==> src/rtl/aucohl_tmr32_pkg.sv <==
// Shared definitions for the aucohl 32-bit timer/PWM peripheral:
// register offsets, direction and PWM action encodings, status bits.
package aucohl_tmr32_pkg;

    localparam logic [15:0] A_TMR    = 16'h0000;
    localparam logic [15:0] A_RELOAD = 16'h0004;
    localparam logic [15:0] A_PR     = 16'h0008;
    localparam logic [15:0] A_CMPX   = 16'h000C;
    localparam logic [15:0] A_CMPY   = 16'h0010;
    localparam logic [15:0] A_CTRL   = 16'h0014;
    localparam logic [15:0] A_CFG    = 16'h0018;
    localparam logic [15:0] A_PWM0   = 16'h001C;
    localparam logic [15:0] A_PWM1   = 16'h0020;
    localparam logic [15:0] A_IM     = 16'hFF00;
    localparam logic [15:0] A_MIS    = 16'hFF04;
    localparam logic [15:0] A_RIS    = 16'hFF08;
    localparam logic [15:0] A_IC     = 16'hFF0C;

    typedef enum logic [1:0] {
        DIR_HALT = 2'b00,
        DIR_DOWN = 2'b01,
        DIR_UP   = 2'b10,
        DIR_UPDN = 2'b11
    } dir_e;

    typedef enum logic [1:0] {
        ACT_NONE = 2'b00,
        ACT_LOW  = 2'b01,
        ACT_HIGH = 2'b10,
        ACT_TOG  = 2'b11
    } act_e;

    localparam int RIS_TO = 0;
    localparam int RIS_MX = 1;
    localparam int RIS_MY = 2;

    // Later events overwrite earlier ones, so the highest index wins.
    function automatic logic pwm_next(input logic st,
                                      input logic [11:0] cfg,
                                      input logic [5:0] ev);
        logic r;
        r = st;
        for (int i = 0; i < 6; i++) begin
            if (ev[i]) begin
                case (act_e'(cfg[2*i +: 2]))
                    ACT_LOW:  r = 1'b0;
                    ACT_HIGH: r = 1'b1;
                    ACT_TOG:  r = ~st;
                    default:  ;
                endcase
            end
        end
        return r;
    endfunction

endpackage

==> src/rtl/aucohl_tmr32_core.sv <==
// Timer core: prescaler, up/down/up-down counter, match events
// and the two PWM state bits driven by event actions.
module aucohl_tmr32_core
    import aucohl_tmr32_pkg::*;
(
    input  logic        clk,
    input  logic        rst_n,
    input  logic        te,
    input  logic        ts,
    input  dir_e        dir,
    input  logic        periodic,
    input  logic [31:0] reload,
    input  logic [15:0] pr,
    input  logic [31:0] cmpx,
    input  logic [31:0] cmpy,
    input  logic [11:0] pwm0_cfg,
    input  logic [11:0] pwm1_cfg,
    output logic [31:0] count,
    output logic        timeout_flag,
    output logic        mx,
    output logic        my,
    output logic        pwm0_state,
    output logic        pwm1_state
);

    logic [15:0] pre_cnt;
    logic        tick;
    logic        done;
    logic        ud_down;
    logic        ud_down_n;
    logic        step_down;
    logic        wrap;
    logic        advance;
    logic [31:0] nxt;
    logic [5:0]  ev;

    assign tick = te & ~ts & (pre_cnt == pr);

    always_ff @(posedge clk or negedge rst_n) begin
        if (!rst_n)
            pre_cnt <= '0;
        else if (!te || ts || tick)
            pre_cnt <= '0;
        else
            pre_cnt <= pre_cnt + 16'd1;
    end

    always_comb begin
        nxt       = count;
        ud_down_n = ud_down;
        step_down = 1'b0;
        wrap      = 1'b0;
        case (dir)
            DIR_UP: begin
                if (count >= reload) begin
                    nxt  = '0;
                    wrap = 1'b1;
                end else begin
                    nxt = count + 32'd1;
                end
            end
            DIR_DOWN: begin
                step_down = 1'b1;
                if (count == '0) begin
                    nxt  = reload;
                    wrap = 1'b1;
                end else begin
                    nxt = count - 32'd1;
                end
            end
            DIR_UPDN: begin
                // The step off the top is already a down step.
                if (ud_down && count != '0) begin
                    step_down = 1'b1;
                    nxt       = count - 32'd1;
                end else if (count >= reload) begin
                    step_down = (reload != '0);
                    nxt       = (reload == '0) ? '0 : reload - 32'd1;
                end else begin
                    nxt = count + 32'd1;
                end
                ud_down_n = step_down && (nxt != '0);
                wrap      = (nxt == '0);
            end
            default: ;
        endcase
    end

    assign advance      = tick & ~done & (dir != DIR_HALT);
    assign timeout_flag = advance & wrap;
    assign mx           = advance & (nxt == cmpx);
    assign my           = advance & (nxt == cmpy);

    assign ev = advance ? {(nxt == cmpx) &  step_down,
                           (nxt == cmpy) &  step_down,
                           (nxt == reload),
                           (nxt == cmpy) & ~step_down,
                           (nxt == cmpx) & ~step_down,
                           (nxt == '0)} : 6'b0;

    always_ff @(posedge clk or negedge rst_n) begin
        if (!rst_n) begin
            count   <= '0;
            done    <= 1'b0;
            ud_down <= 1'b0;
        end else if (ts) begin
            count   <= (dir == DIR_DOWN) ? reload : '0;
            done    <= 1'b0;
            ud_down <= 1'b0;
        end else if (advance) begin
            count   <= nxt;
            ud_down <= ud_down_n;
            if (wrap && !periodic)
                done <= 1'b1;
        end
    end

    always_ff @(posedge clk or negedge rst_n) begin
        if (!rst_n) begin
            pwm0_state <= 1'b0;
            pwm1_state <= 1'b0;
        end else begin
            pwm0_state <= pwm_next(pwm0_state, pwm0_cfg, ev);
            pwm1_state <= pwm_next(pwm1_state, pwm1_cfg, ev);
        end
    end

endmodule

==> src/rtl/aucohl_tmr32_apb.sv <==
// APB register file around the timer core; zero-wait-state slave,
// status readable only, PWM outputs gated by the fault input.
module aucohl_tmr32_apb
    import aucohl_tmr32_pkg::*;
(
    input  logic        PCLK,
    input  logic        PRESETn,
    input  logic [31:0] PADDR,
    input  logic        PWRITE,
    input  logic        PSEL,
    input  logic        PENABLE,
    input  logic [31:0] PWDATA,
    output logic [31:0] PRDATA,
    output logic        PREADY,
    output logic        pwm0,
    output logic        pwm1,
    input  logic        pwm_fault
);

    logic [15:0] addr;
    logic        wr;
    logic        unused;
    logic [31:0] reload;
    logic [15:0] pr;
    logic [31:0] cmpx;
    logic [31:0] cmpy;
    logic        te, p0e, p1e, pi0, pi1;
    dir_e        dir;
    logic        periodic;
    logic [11:0] pwm0_cfg;
    logic [11:0] pwm1_cfg;
    logic [2:0]  im;
    logic [2:0]  ris;
    logic [2:0]  ris_set;
    logic [2:0]  ic;
    logic        ts;
    logic [31:0] count;
    logic        timeout_flag;
    logic        mx, my;
    logic        st0, st1;

    assign addr   = PADDR[15:0];
    assign unused = ^PADDR[31:16];
    assign wr     = PSEL & PENABLE & PWRITE;
    assign PREADY = 1'b1;
    assign ts     = wr & (addr == A_CTRL) & PWDATA[1];
    assign ic     = (wr && addr == A_IC) ? PWDATA[2:0] : 3'b0;

    always_ff @(posedge PCLK or negedge PRESETn) begin
        if (!PRESETn) begin
            reload   <= '0;
            pr       <= '0;
            cmpx     <= '0;
            cmpy     <= '0;
            te       <= 1'b0;
            p0e      <= 1'b0;
            p1e      <= 1'b0;
            pi0      <= 1'b0;
            pi1      <= 1'b0;
            dir      <= DIR_HALT;
            periodic <= 1'b0;
            pwm0_cfg <= '0;
            pwm1_cfg <= '0;
            im       <= '0;
        end else if (wr) begin
            case (addr)
                A_RELOAD: reload <= PWDATA;
                A_PR:     pr     <= PWDATA[15:0];
                A_CMPX:   cmpx   <= PWDATA;
                A_CMPY:   cmpy   <= PWDATA;
                A_CTRL: begin
                    te  <= PWDATA[0];
                    p0e <= PWDATA[2];
                    p1e <= PWDATA[3];
                    pi0 <= PWDATA[4];
                    pi1 <= PWDATA[5];
                end
                A_CFG: begin
                    dir      <= dir_e'(PWDATA[1:0]);
                    periodic <= PWDATA[2];
                end
                A_PWM0:   pwm0_cfg <= PWDATA[11:0];
                A_PWM1:   pwm1_cfg <= PWDATA[11:0];
                A_IM:     im       <= PWDATA[2:0];
                default:  ;
            endcase
        end
    end

    assign ris_set[RIS_TO] = timeout_flag;
    assign ris_set[RIS_MX] = mx;
    assign ris_set[RIS_MY] = my;

    // A new event in the same cycle as a clear keeps its bit set.
    always_ff @(posedge PCLK or negedge PRESETn) begin
        if (!PRESETn)
            ris <= '0;
        else
            ris <= (ris & ~ic) | ris_set;
    end

    always_comb begin
        PRDATA = '0;
        case (addr)
            A_TMR:    PRDATA = count;
            A_RELOAD: PRDATA = reload;
            A_PR:     PRDATA = {16'b0, pr};
            A_CMPX:   PRDATA = cmpx;
            A_CMPY:   PRDATA = cmpy;
            A_CTRL:   PRDATA = {26'b0, pi1, pi0, p1e, p0e, 1'b0, te};
            A_CFG:    PRDATA = {29'b0, periodic, dir};
            A_PWM0:   PRDATA = {20'b0, pwm0_cfg};
            A_PWM1:   PRDATA = {20'b0, pwm1_cfg};
            A_IM:     PRDATA = {29'b0, im};
            A_MIS:    PRDATA = {29'b0, ris & im};
            A_RIS:    PRDATA = {29'b0, ris};
            default:  ;
        endcase
    end

    aucohl_tmr32_core u_core (
        .clk          (PCLK),
        .rst_n        (PRESETn),
        .te           (te),
        .ts           (ts),
        .dir          (dir),
        .periodic     (periodic),
        .reload       (reload),
        .pr           (pr),
        .cmpx         (cmpx),
        .cmpy         (cmpy),
        .pwm0_cfg     (pwm0_cfg),
        .pwm1_cfg     (pwm1_cfg),
        .count        (count),
        .timeout_flag (timeout_flag),
        .mx           (mx),
        .my           (my),
        .pwm0_state   (st0),
        .pwm1_state   (st1)
    );

    assign pwm0 = p0e & ~pwm_fault & (st0 ^ pi0);
    assign pwm1 = p1e & ~pwm_fault & (st1 ^ pi1);

endmodule

==> config.mk <==
export PLATFORM = sky130hd
export DESIGN_NAME = aucohl_tmr32_apb
export DESIGN_NICKNAME = d
export VERILOG_FILES = /design/src/rtl/aucohl_tmr32_pkg.sv /design/src/rtl/aucohl_tmr32_core.sv /design/src/rtl/aucohl_tmr32_apb.sv
export SDC_FILE = /design/constraint.sdc
export NUM_CORES = 1
export LEC_CHECK = 0
export BUFFER_PORTS_ARGS = -buffer_cell sky130_fd_sc_hd__buf_2
export CELL_PAD_IN_SITES_DETAIL_PLACEMENT = 0
export CELL_PAD_IN_SITES_GLOBAL_PLACEMENT = 1
export CORE_MARGIN = 8
export CORE_UTILIZATION = 48
export DETAILED_ROUTE_END_ITERATION = 8
export PLACE_DENSITY_LB_ADDON = 0.1
export SLEW_MARGIN = 20
export SYNTH_ARGS = -nofsm -noshare
export SYNTH_HDL_FRONTEND = slang
export SYNTH_HIERARCHICAL = 1
export SYNTH_SLANG_ARGS = --single-unit
==> constraint.sdc <==
create_clock -name PCLK -period 5.55 [get_ports PCLK]
set_input_delay 0.555 -clock PCLK [delete_from_list [all_inputs] [get_ports PCLK]]
set_output_delay 0.555 -clock PCLK [all_outputs]
set_load 0.05 [all_outputs]
# Yosys cells after proc, flatten, opt, wreduce, memory -nomap -nowiden
# Index checks and enable logic that the tools add are counted.
totals:
  ff_bits: 202
  inputBits: 70
  output_inout_bits: 35
  word_cells: 194
op_classes:
  n_addsub: 4
  order_cmp: 1
  n_eq_ne: 55
  n_mux: 51
  bitwise_logic: 31
  n_reduce_logical: 31
op_table:
  columns: ["op", "n"]
  rows:
  - ["case mux 32 bit (12 select lines)", 1]
  - ["2-to-1 mux 32 bit", 9]
  - ["zero test 32 bit", 4]
  - ["equality test 32 bit", 3]
  - ["case mux 32 bit (3 select lines)", 1]
  - ["nonzero test 32 bit", 3]
  - ["equality test 16 bit (second input constant)", 4]
  - ["equality test 16 x 5 -> 1 bit (second input constant)", 4]
  - ["subtractor 32 x 1 -> 32 bit (second input constant)", 2]
  - ["equality test 2 bit (second input constant)", 26]
  - ["case mux 1 bit (3 select lines)", 13]
  - ["adder 32 x 1 -> 32 bit (second input constant)", 1]
  - ["equality test 16 x 4 -> 1 bit (second input constant)", 2]
  - [">= comparator 32 bit", 1]
  - ["equality test 2 x 1 -> 1 bit (second input constant)", 13]
  - ["2-to-1 mux 1 bit", 23]
  - ["AND reduction 2 bit", 11]
  - ["bitwise AND 1 bit", 19]
  - ["adder 16 x 1 -> 16 bit (second input constant)", 1]
  - ["equality test 16 bit", 1]
  - ["equality test 16 x 3 -> 1 bit (second input constant)", 1]
  - ["equality test 16 x 6 -> 1 bit (second input constant)", 1]
  - ["zero test 16 bit", 1]
  - ["2-to-1 mux 16 bit", 1]
  - ["other kinds (12)", 27]

# Logic depth before layout (Yosys ltp)
# Gate-level depths: netlist of run 1.
depth:
  ltp_word: 21
  mapped_depth: 22
  depth_no_buf: 17

# Modules after synthesis
# The synthesis of run 1 kept the hierarchy.
modules_own_cells:
  columns: ["module", "n_inst", "cells_each", "area_each_um2", "seq_area_each_um2"]
  rows:
  - ["aucohl_tmr32_core", 1, 1411, 10012.1, 1301.2]
  - ["aucohl_tmr32_apb", 1, 529, 7009.2, 3753.6]

# Worst setup path after synthesis of run 1
# OpenSTA, ideal clock, no wires.
synth_timing:
  path_kind: "register -> register"
  from: "register reload[11]"
  to: "register u_core.pwm1_state"
  setup_time_ps: 119
  t_arrival_ps: 4948
  required_ps: 5431
  slack_ps: 483
  stages_incl_launch_ff: 20
  path_buffers: 2
  synth_period_minus_slack_ps: 5067
  cell_sequence: "dfrtp_1 > clkbuf_1 > inv_1 > ha_1 > nand2_1 > or3_1 > a2111oi_0 > o31ai_1 > nand2_1 > clkbuf_1 > nand3_1 > a31oi_1 > nand4b_1 > or4_4 > nor4_4 > a21boi_1 > o21ai_2 > a21oi_1 > or3_1 > o21a_1"
synth_via:
  elab_chain_cells: 19
  word_cells_on_any_way: 36
  cone_classes: "add/sub: 1; order compare: 1; eq/ne: 3; mux: 23; bitwise: 5; reduce/logical: 3"
synth_lines:
  columns: ["element", "line_no", "text"]
  rows:
  - ["start: declaration", "aucohl_tmr32_apb.sv:23", "logic [31:0] reload;"]
  - ["start signal: assignment", "aucohl_tmr32_apb.sv:51", "reload <= '0;"]
  - ["start signal: assignment", "aucohl_tmr32_apb.sv:67", "A_RELOAD: reload <= PWDATA;"]
  - ["subtractor 32 x 1 -> 32 bit / zero test 32 bit (equally long branches)", "aucohl_tmr32_core.sv:78", "nxt = (reload == '0) ? '0 : reload - 32'd1;"]
  - ["2-to-1 mux 32 bit", "aucohl_tmr32_core.sv:78", null]
  - ["2-to-1 mux 32 bit", "aucohl_tmr32_core.sv:76", "end else if (count >= reload) begin"]
  - ["2-to-1 mux 32 bit", "aucohl_tmr32_core.sv:73", "if (ud_down && count != '0) begin"]
  - ["2-to-1 mux 32 bit", "aucohl_tmr32_core.sv:53", "case (dir)"]
  - ["case mux 32 bit (3 select lines)", "aucohl_tmr32_core.sv:53", null]
  - ["zero test 32 bit", "aucohl_tmr32_core.sv:99", "(nxt == '0)} : 6'b0;"]
  - ["2-to-1 mux 6 bit *", "aucohl_tmr32_core.sv:94", "assign ev = advance ? {(nxt == cmpx) & step_down,"]
  - ["[3 not listed]", null, null]
  - ["case mux 1 bit (3 select lines)", "aucohl_tmr32_pkg.sv:45", "case (act_e'(cfg[2*i +: 2]))"]
  - ["2-to-1 mux 1 bit", "aucohl_tmr32_pkg.sv:44", "if (ev[i]) begin"]
  - ["case mux 1 bit (3 select lines)", "aucohl_tmr32_pkg.sv:45", null]
  - ["2-to-1 mux 1 bit", "aucohl_tmr32_pkg.sv:44", null]
  - ["case mux 1 bit (3 select lines)", "aucohl_tmr32_pkg.sv:45", null]
  - ["2-to-1 mux 1 bit", "aucohl_tmr32_pkg.sv:44", null]
  - ["case mux 1 bit (3 select lines)", "aucohl_tmr32_pkg.sv:45", null]
  - ["2-to-1 mux 1 bit *", "aucohl_tmr32_pkg.sv:44", null]
  - ["end signal: assignment", "aucohl_tmr32_core.sv:124", "pwm1_state <= pwm_next(pwm1_state, pwm1_cfg, ev);"]
  - ["end: declaration", "aucohl_tmr32_core.sv:23", "output logic pwm1_state"]
# Every way passes the cells marked *; elsewhere a longest branch is shown, timed or not. The select of a mux whose other input is x is not followed.
# A chain may end at the register's enable or synchronous reset.

# Worst setup path in the final report of run 1
layout_timing:
  from: "register u_core.count[0]"
  to: "register u_core.pwm0_state"
layout_via:
  elab_chain_cells: 18
  word_cells_on_any_way: 37
  cone_classes: "add/sub: 2; order compare: 1; eq/ne: 3; mux: 22; bitwise: 5; reduce/logical: 4"
layout_lines:
  columns: ["element", "line_no", "text"]
  rows:
  - ["start: declaration", "aucohl_tmr32_core.sv:18", "output logic [31:0] count,"]
  - ["start signal: assignment", "aucohl_tmr32_core.sv:107", "count <= (dir == DIR_DOWN) ? reload : '0;"]
  - ["start signal: assignment", "aucohl_tmr32_core.sv:111", "count <= nxt;"]
  - ["adder 32 x 1 -> 32 bit, or another cell as far along", "aucohl_tmr32_core.sv:59, aucohl_tmr32_core.sv:80", null]
  - ["2-to-1 mux 32 bit / logical AND 1 bit (equally long branches)", "aucohl_tmr32_core.sv:76, aucohl_tmr32_core.sv:73", null]
  - ["2-to-1 mux 32 bit", "aucohl_tmr32_core.sv:73", null]
  - ["2-to-1 mux 32 bit", "aucohl_tmr32_core.sv:53", null]
  - ["case mux 32 bit (3 select lines)", "aucohl_tmr32_core.sv:53", null]
  - ["zero test 32 bit", "aucohl_tmr32_core.sv:99", null]
  - ["2-to-1 mux 6 bit *", "aucohl_tmr32_core.sv:94", null]
  - ["2-to-1 mux 1 bit", "aucohl_tmr32_pkg.sv:44", null]
  - ["[2 not listed]", null, null]
  - ["case mux 1 bit (3 select lines)", "aucohl_tmr32_pkg.sv:45", null]
  - ["2-to-1 mux 1 bit", "aucohl_tmr32_pkg.sv:44", null]
  - ["case mux 1 bit (3 select lines)", "aucohl_tmr32_pkg.sv:45", null]
  - ["2-to-1 mux 1 bit", "aucohl_tmr32_pkg.sv:44", null]
  - ["case mux 1 bit (3 select lines)", "aucohl_tmr32_pkg.sv:45", null]
  - ["2-to-1 mux 1 bit", "aucohl_tmr32_pkg.sv:44", null]
  - ["case mux 1 bit (3 select lines)", "aucohl_tmr32_pkg.sv:45", null]
  - ["2-to-1 mux 1 bit *", "aucohl_tmr32_pkg.sv:44", null]
  - ["end signal: assignment", "aucohl_tmr32_core.sv:123", "pwm0_state <= pwm_next(pwm0_state, pwm0_cfg, ev);"]
  - ["end: declaration", "aucohl_tmr32_core.sv:22", "output logic pwm0_state,"]
# Marks and branches as above.

==> flow_summary.json, run 1 <==
{
  "coreArea_um2": 35200,
  "arrival_ns": 6.07,
  "switching_share_pct": 23.1,
  "die-area_um2": 41700,
  "p_clk_share_pct": 50.7,
  "critical_path_required_ns": 5.98,
  "pwr-share-seq_pct": 46.2,
  "clock-sinks": 202,
  "powerDensity_nw_per_um2": 152,
  "drt_pre_antenna_iters": 7,
  "final_nets": 2340,
  "synth_area_leader_cell": "dfrtp_1",
  "ys_seq_elements": 202,
  "synth_flop_cell": "dfrtp_1",
  "portBuffers": 87,
  "fmax_ghz": 0.177,
  "synth_top_area_share_pct": 29.7,
  "rows": 69,
  "area_delta_synth_final_pct": 23.0,
  "slew_headroom_pct": 31.0,
  "clock_latency_ns": 0.55,
  "max_stage_delay_ns": 0.65,
  "peakVddDrop_uv": 254,
  "maxCapViolCount": 0,
  "critPathSlowestCell": "nor2_1",
  "place_congestion": 1.11,
  "drive_gt1_share_pct": 29.7,
  "cpMostUsedCell": "buf_4",
  "die_w_um": 204,
  "setup_slack_ns": -0.0926,
  "avgSynthCellArea_um2": 8.77,
  "setup_viol": 1,
  "comb_power_share_pct": 3.1,
  "syn-cell-area_um2": 17000,
  "die_h_um": 204,
  "htreeDepth": 1,
  "clock-skew-final_ns": 0.0224,
  "switching_power_mw": 0.737,
  "numCtsBuffers": 23,
  "tightestPinTransition_ns": 1.03,
  "initial_utilization_pct": 48.3,
  "yosys.cell_count.top_type": "dfrtp_1",
  "grt_pass1_vias": 18385,
  "crit_type": "reg -> reg",
  "grtUsageTotal_pct": 40.8,
  "violations": "setup timing",
  "hp-class": "in -> reg",
  "vias_per_cell": 6.94,
  "overflow": 0,
  "crit_fanout": 13,
  "antenna_found_initial": 3,
  "slew_viol_final": 0,
  "grt_first_pass_wirelength_um": 126000,
  "synth.distinct_cells": 106,
  "fin_tns_setup_ns": -0.0926,
  "dp_hpwl_um": 67200,
  "antenna_left": 0,
  "totalWireLength_um": 87200,
  "ys_top_cells_by_area": "dfrtp_1 (30%), mux2_2 (7.8%), xnor2_1 (5.8%), xor2_1 (3.3%), nand2_1 (3.2%)",
  "final-hold-violation-count": 0,
  "stdcell_area_um2": 20900,
  "ys_warn_count": 6,
  "whs_ns": 0.276,
  "final_util_pct": 59.4,
  "cts_buffer_depth": 3,
  "p_leak_nw": 9.56,
  "num_vias": 18807,
  "cp-end-kind": "register",
  "status": "finished, violations left",
  "post-route-min-period_ns": 5.64,
  "async_flop_share_pct": 100,
  "avgRoutedWirePerCell_um": 32.2,
  "syn_inst": 1940,
  "clkTransAtPathRegs_ns": 0.07,
  "crit_chain": "inv_1 -> ha_1 -> nand2b_1 -> a2111oi_2 -> a2111oi_1 -> buf_4 -> o31a_1 -> buf_12 -> nor2_1 -> buf_4 -> a221oi_1 -> buf_4 -> a211o_1 -> or4_1 -> nor4_1 -> a32oi_1 -> o21ai_2 -> a21oi_1 -> or3_1 -> o21a_1",
  "yosysSeqAreaShare_pct": 29.7,
  "grt_max_degree": 168,
  "pre_cts_slack_ns": 0.148,
  "cts_tree": "done",
  "drc": 0,
  "postPlaceCellArea_um2": 20100,
  "synth_common_cells": "dfrtp_1 (202), nand2_1 (145), mux2_2 (118), xnor2_1 (113), nor2_1 (111)",
  "p_int_mw": 2.45,
  "synth_edf_count": 0,
  "ios": 105,
  "start_kind": "register",
  "post-route-period-util_pct": 102,
  "first_iter_violations": 2856,
  "syn-num-nets": 2048,
  "num-fill-cells": 3202,
  "clockRootBuffer": "clkbuf_16"
}
## flip-flops by register name, summed over array words and instances (netlist names), 2 cells and up
register	count
cmpx	32
cmpy	32
dir	2
im	3
pr	16
pwm0_cfg	12
pwm1_cfg	12
reload	32
ris	3
u_core/count	32
u_core/pre_cnt	16
## cells by family after synthesis
logic type | after synthesis | share of synthesized area, %
muxes | 171 | 11.8
and+or+nand+nor | 696 | 22.3
adders and majority gates | 38 | 2.79
other | 1 | 0.0220
xor gates and xnor gates | 178 | 9.16
buffers and inverters | 204 | 5.07
DFF | 202 | 29.7
AOI/OAI and AO/OA | 450 | 19.2
## path summary, 6_finish.rpt
path | slack (ns) | cells after the start | start | endpoint
setup / recovery | -0.09 | 20 | u_core/count[0] | u_core/pwm0_state
hold / removal | 0.28 | 2 | PWDATA[16] | cmpy[16]
setup reg to reg | -0.09 | 20 | u_core/count[0] | u_core/pwm0_state
hold reg to reg | 0.48 | 1 | ris[0] | ris[0]
max in group asynchronous | 3.77 | 3 | PRESETn | u_core/count[22]
min in group asynchronous | 0.47 | 2 | PRESETn | u_core/pre_cnt[14]
## layout by cell type (no fill, tap or decap), types with 10 or more instances in the layout
| cell type | synthesis | routed |
|---|---|---|
| o31ai_1 | 14 | 13 |
| nor4_1 | 47 | 39 |
| a31oi_1 | 23 | 22 |
| a32oi_1 | 11 | 11 |
| buf_4 | 3 | 315 |
| nand4_1 | 56 | 56 |
| and2_1 | 10 | 10 |
| nor2_1 | 111 | 109 |
| nand2_1 | 145 | 145 |
| clkbuf_16 | 0 | 23 |
| nor4_2 | 6 | 12 |
| nand3_1 | 106 | 105 |
| mux2i_1 | 19 | 19 |
| a222oi_1 | 28 | 28 |
| and3_1 | 19 | 19 |
| nor3_1 | 57 | 57 |
| o211ai_1 | 15 | 15 |
| a22oi_1 | 33 | 33 |
| buf_2 | 27 | 86 |
| mux2_4 | 30 | 30 |
| xnor2_1 | 113 | 113 |
| a21oi_1 | 82 | 82 |
| or3_1 | 26 | 26 |
| or4_1 | 20 | 20 |
| inv_1 | 53 | 53 |
| xor2_1 | 65 | 65 |
| o21ai_0 | 75 | 74 |
| ha_1 | 38 | 38 |
| a211oi_1 | 22 | 22 |
| nor3b_1 | 13 | 13 |
| nand2b_1 | 10 | 10 |
| o221ai_1 | 11 | 11 |
| mux2_2 | 118 | 118 |
| dfrtp_1 | 202 | 202 |
| buf_12 | 0 | 13 |
## per-stage QoR
| step | total power, mW | std cells |
|---|---|---|
| 2_1_floorplan | 1.52 | 1940 |
| 3_3_place_gp | 1.60 | 2666 |
| 3_5_place_dp | 1.60 | 2666 |
| 4_1_cts | 3.20 | 2708 |
| 5_1_grt | 3.27 | 2709 |
| 6_report | 3.19 | 2711 |
## power groups by stage
stage	clock [mW]	combinational (mW)	sequential (mW)
after floorplan	0	0.0214	1.50
after global placement	0	0.0969	1.50
after detailed placement	0	0.0987	1.50
after CTS	1.62	0.0997	1.47
after global routing	1.69	0.109	1.47
final	1.62	0.0998	1.47
## worst max-delay path: cells and delay by family, from the launching register on
kind            cells  cell delay [ns]
simple gates        5             2.25
compound gates      9             1.79
buf+inv             5             0.87
flops               1             0.38
fa+ha+maj           1             0.22
## repair_timing
action | in CTS | in global routing
endpoints found under the setup margin | 0 | 2
gates resized for setup | 0 | 10
hold endpoints to repair | 35 | 0
buffers inserted | 0 | 1
hold buffers | 1 | 0
## area by class of cell
cell class,instances,area [um2],share of cell area (%)
antenna,2,5.00,0.0239
clock buffer,31,646,3.08
clock inverter,10,138,0.657
inverter,55,206,0.986
multi-input combinational,1534,11200,53.6
sequential,202,5050,24.1
tap,461,577,2.76
timing repair buffer,416,3080,14.7
## routing by layer
layer  track usage (%)  wire length, um
met5                 0                0
met4              25.6             6870
met3              10.2            10100
met2              61.5            37200
met1              51.7            33000
No activity file was read; power rests on OpenSTA's default activity.
==> run 2, diff against run 1 <==
--- a/config.mk
+++ b/config.mk
@@ -8,10 +8,10 @@
 export BUFFER_PORTS_ARGS = -buffer_cell sky130_fd_sc_hd__buf_2
 export CELL_PAD_IN_SITES_DETAIL_PLACEMENT = 0
 export CELL_PAD_IN_SITES_GLOBAL_PLACEMENT = 1
-export CORE_MARGIN = 8
 export CORE_UTILIZATION = 48
 export DETAILED_ROUTE_END_ITERATION = 8
 export PLACE_DENSITY_LB_ADDON = 0.1
+export REMOVE_ABC_BUFFERS = 1
 export SLEW_MARGIN = 20
 export SYNTH_ARGS = -nofsm -noshare
 export SYNTH_HDL_FRONTEND = slang
==> run 2 against run 1 <==
The flow finishes with violations (hold timing, setup timing). First-iteration DRC count is 3.4% higher. Critical endpoint is now u_core/pwm1_state. Non-clock buffer count is 9 lower. Combinational power is 7.7% lower. Highest routed layer is now met5. Via count is 1.2% higher. Sequential share of layout area is 0.11 points higher. Core utilization is 0.64 points higher. Largest cell class unchanged. Sequential power hardly changed. Largest power group unchanged. Wire length is 0.43% lower. Die area is 13% lower. Cell count is 0.52% lower. Register-to-register slack better by 0.04 ns.
==> flow_summary.json, run 2 (same netlist as run 1, synthesis figures left out) <==
{
  "ff_latch_area_um2": 5060,
  "violations": "hold timing, setup timing",
  "overflow": 0,
  "reg2reg_slack_ns": -0.05,
  "crit_type": "reg -> reg",
  "p_leak_nw": 9.52,
  "dp_hpwl_um": 67000,
  "cts_buffer_depth": 3,
  "postPlaceCellArea_um2": 19900,
  "r2r_cells": 18,
  "die_w_um": 190,
  "slew_viol_final": 0,
  "post-route-period-util_pct": 101,
  "start_kind": "register",
  "multi_input_area_um2": 11300,
  "htreeDepth": 1,
  "rows": 68,
  "final_nets": 2332,
  "cts_tree": "done",
  "final_common_cell": "buf_4",
  "powerDensity_nw_per_um2": 154,
  "first_iter_violations": 2954,
  "finalPower_mw": 3.21,
  "clockRootBuffer": "clkbuf_16",
  "antenna_left": 0,
  "status": "finished, violations left",
  "tightestPinTransition_ns": 1.01,
  "area_delta_synth_final_pct": 22.5,
  "grt_first_pass_wirelength_um": 125000,
  "grtUsageTotal_pct": 47.5,
  "clock-sinks": 202,
  "place_congestion": 1.11,
  "antenna_found_initial": 3,
  "numCtsBuffers": 24,
  "r2r_start": "u_core/count[19]",
  "avgRoutedWirePerCell_um": 32.2,
  "final_cell_mix": "buf_4 (313), dfrtp_1 (199), nand2_1 (145)",
  "clkTransAtPathRegs_ns": 0.07,
  "drt_pre_antenna_iters": 7,
  "fmax_ghz": 0.179,
  "critical_path_required_ns": 6.00,
  "maxCapViolCount": 0,
  "arrival_ns": 6.06,
  "whs_ns": -0.0159,
  "die-area_um2": 36200,
  "coreArea_um2": 34700,
  "hp-class": "in -> async",
  "peakVddDrop_uv": 240,
  "drc": 0,
  "clock-skew-final_ns": 0.0172,
  "num_antenna_cells": 0,
  "setup_viol": 2,
  "final-hold-violation-count": 12,
  "rsz0062_at_grt": "yes",
  "portBuffers": 87,
  "initial_utilization_pct": 49.0,
  "post-route-min-period_ns": 5.60,
  "r2r_end": "u_core/pwm1_state",
  "grt_pass1_vias": 18158,
  "die_h_um": 190,
  "clock_latency_ns": 0.58,
  "num-fill-cells": 3135,
  "num_vias": 19026,
  "crit_fanout": 16,
  "drive_gt1_share_pct": 30.1,
  "grt_max_degree": 103,
  "totalWireLength_um": 86800,
  "setup_slack_ns": -0.0507,
  "vias_per_cell": 7.05,
  "stdcell_area_um2": 20900,
  "cp-end-kind": "register",
  "ios": 105,
  "slew_headroom_pct": 32.3
}
run 2: cell count changes in the layout (fill, tap and decap cells not counted), sizes merged:
cell         before  now
diode             2    0
dlygate4sd3       1    0
clkinvlp          2    1
clkbuf           31   35
buf             415  407
clkinv            5    6
bufinv            3    2
run 2: metrics by stage:
stage               std cells  worst slack, ns  hold WS [ns]  setup TNS [ns]  util [%]
finish                   2697          -0.0507       -0.0159         -0.0691      60.1
global route             2697           -0.104        0.0591          -0.138      60.1
CTS                      2695           0.0549        0.0386               0      59.8
detailed placement       2651          -0.0757         0.473         -0.0757      57.4
global placement         2651           0.0105         0.466               0      57.4
floorplan                1791            -1.01         0.259           -2.68         -
run 2: final cells by class:
| type | count | area share, % |
|---|---|---|
| well taps | 455 | 2.73 |
| clock inverters | 9 | 0.606 |
| repair buffers | 407 | 14.1 |
| multi-input cells | 1534 | 54.1 |
| clock buffers | 35 | 3.27 |
| flip-flops and latches | 202 | 24.3 |
| inverters | 55 | 0.990 |
run 2: worst max path at each step:
stage	startpoint	depth (start not counted)	endpoint
CTS	reload[14]	20	u_core/pwm0_state
global placement	u_core/count[19]	17	u_core/pwm0_state
global route	u_core/count[19]	18	u_core/pwm1_state
floorplan	u_core/count[0]	17	u_core/pwm0_state
detailed placement	u_core/count[19]	18	u_core/pwm0_state
finish	u_core/count[19]	18	u_core/pwm1_state
run 2: routing by layer:
layer / GRT usage, % / routed length (um) / part of all wire, %
met1: 61.8 / 32500 / 37
met2: 70.6 / 36800 / 42
met3: 10.9 / 10700 / 12
met4: 30.5 / 6730 / 7.8
met5: 0 / 13 / 0.015
run 2: what timing repair did:
item / CTS / global route
hold buffers: 0 / 0
endpoints found under the setup margin: 2 / 2
gates resized for setup: 3 / 22
pin swaps: 0 / 4
setup buffers: 0 / 2
endpoints found under the hold margin: 0 / 0
run 2: power breakdown:
group / total, mW / leakage [nW] / switching (mW) / internal, mW
Combinational: 0.0921 / 6.32 / 0.0692 / 0.0229
Clock: 1.65 / 0.393 / 0.697 / 0.952
Sequential: 1.47 / 2.80 / 0.000141 / 1.47
run 2: critical path, stage by stage (launching register included):
cell and delay [ns]:
dfrtp_2 0.48, ha_1 0.35, nand4_1 0.51, nor4_2 0.39
buf_4 0.24, o31a_1 0.22, buf_12 0.18, nor2_1 0.08
buf_4 0.16, a21oi_1 0.17, nand4_2 0.27, or4_1 0.48
or4_4 0.58, nor4_4 0.35, a21boi_1 0.12, o21ai_2 0.20
a21oi_1 0.08, or3_1 0.39, o21a_1 0.21
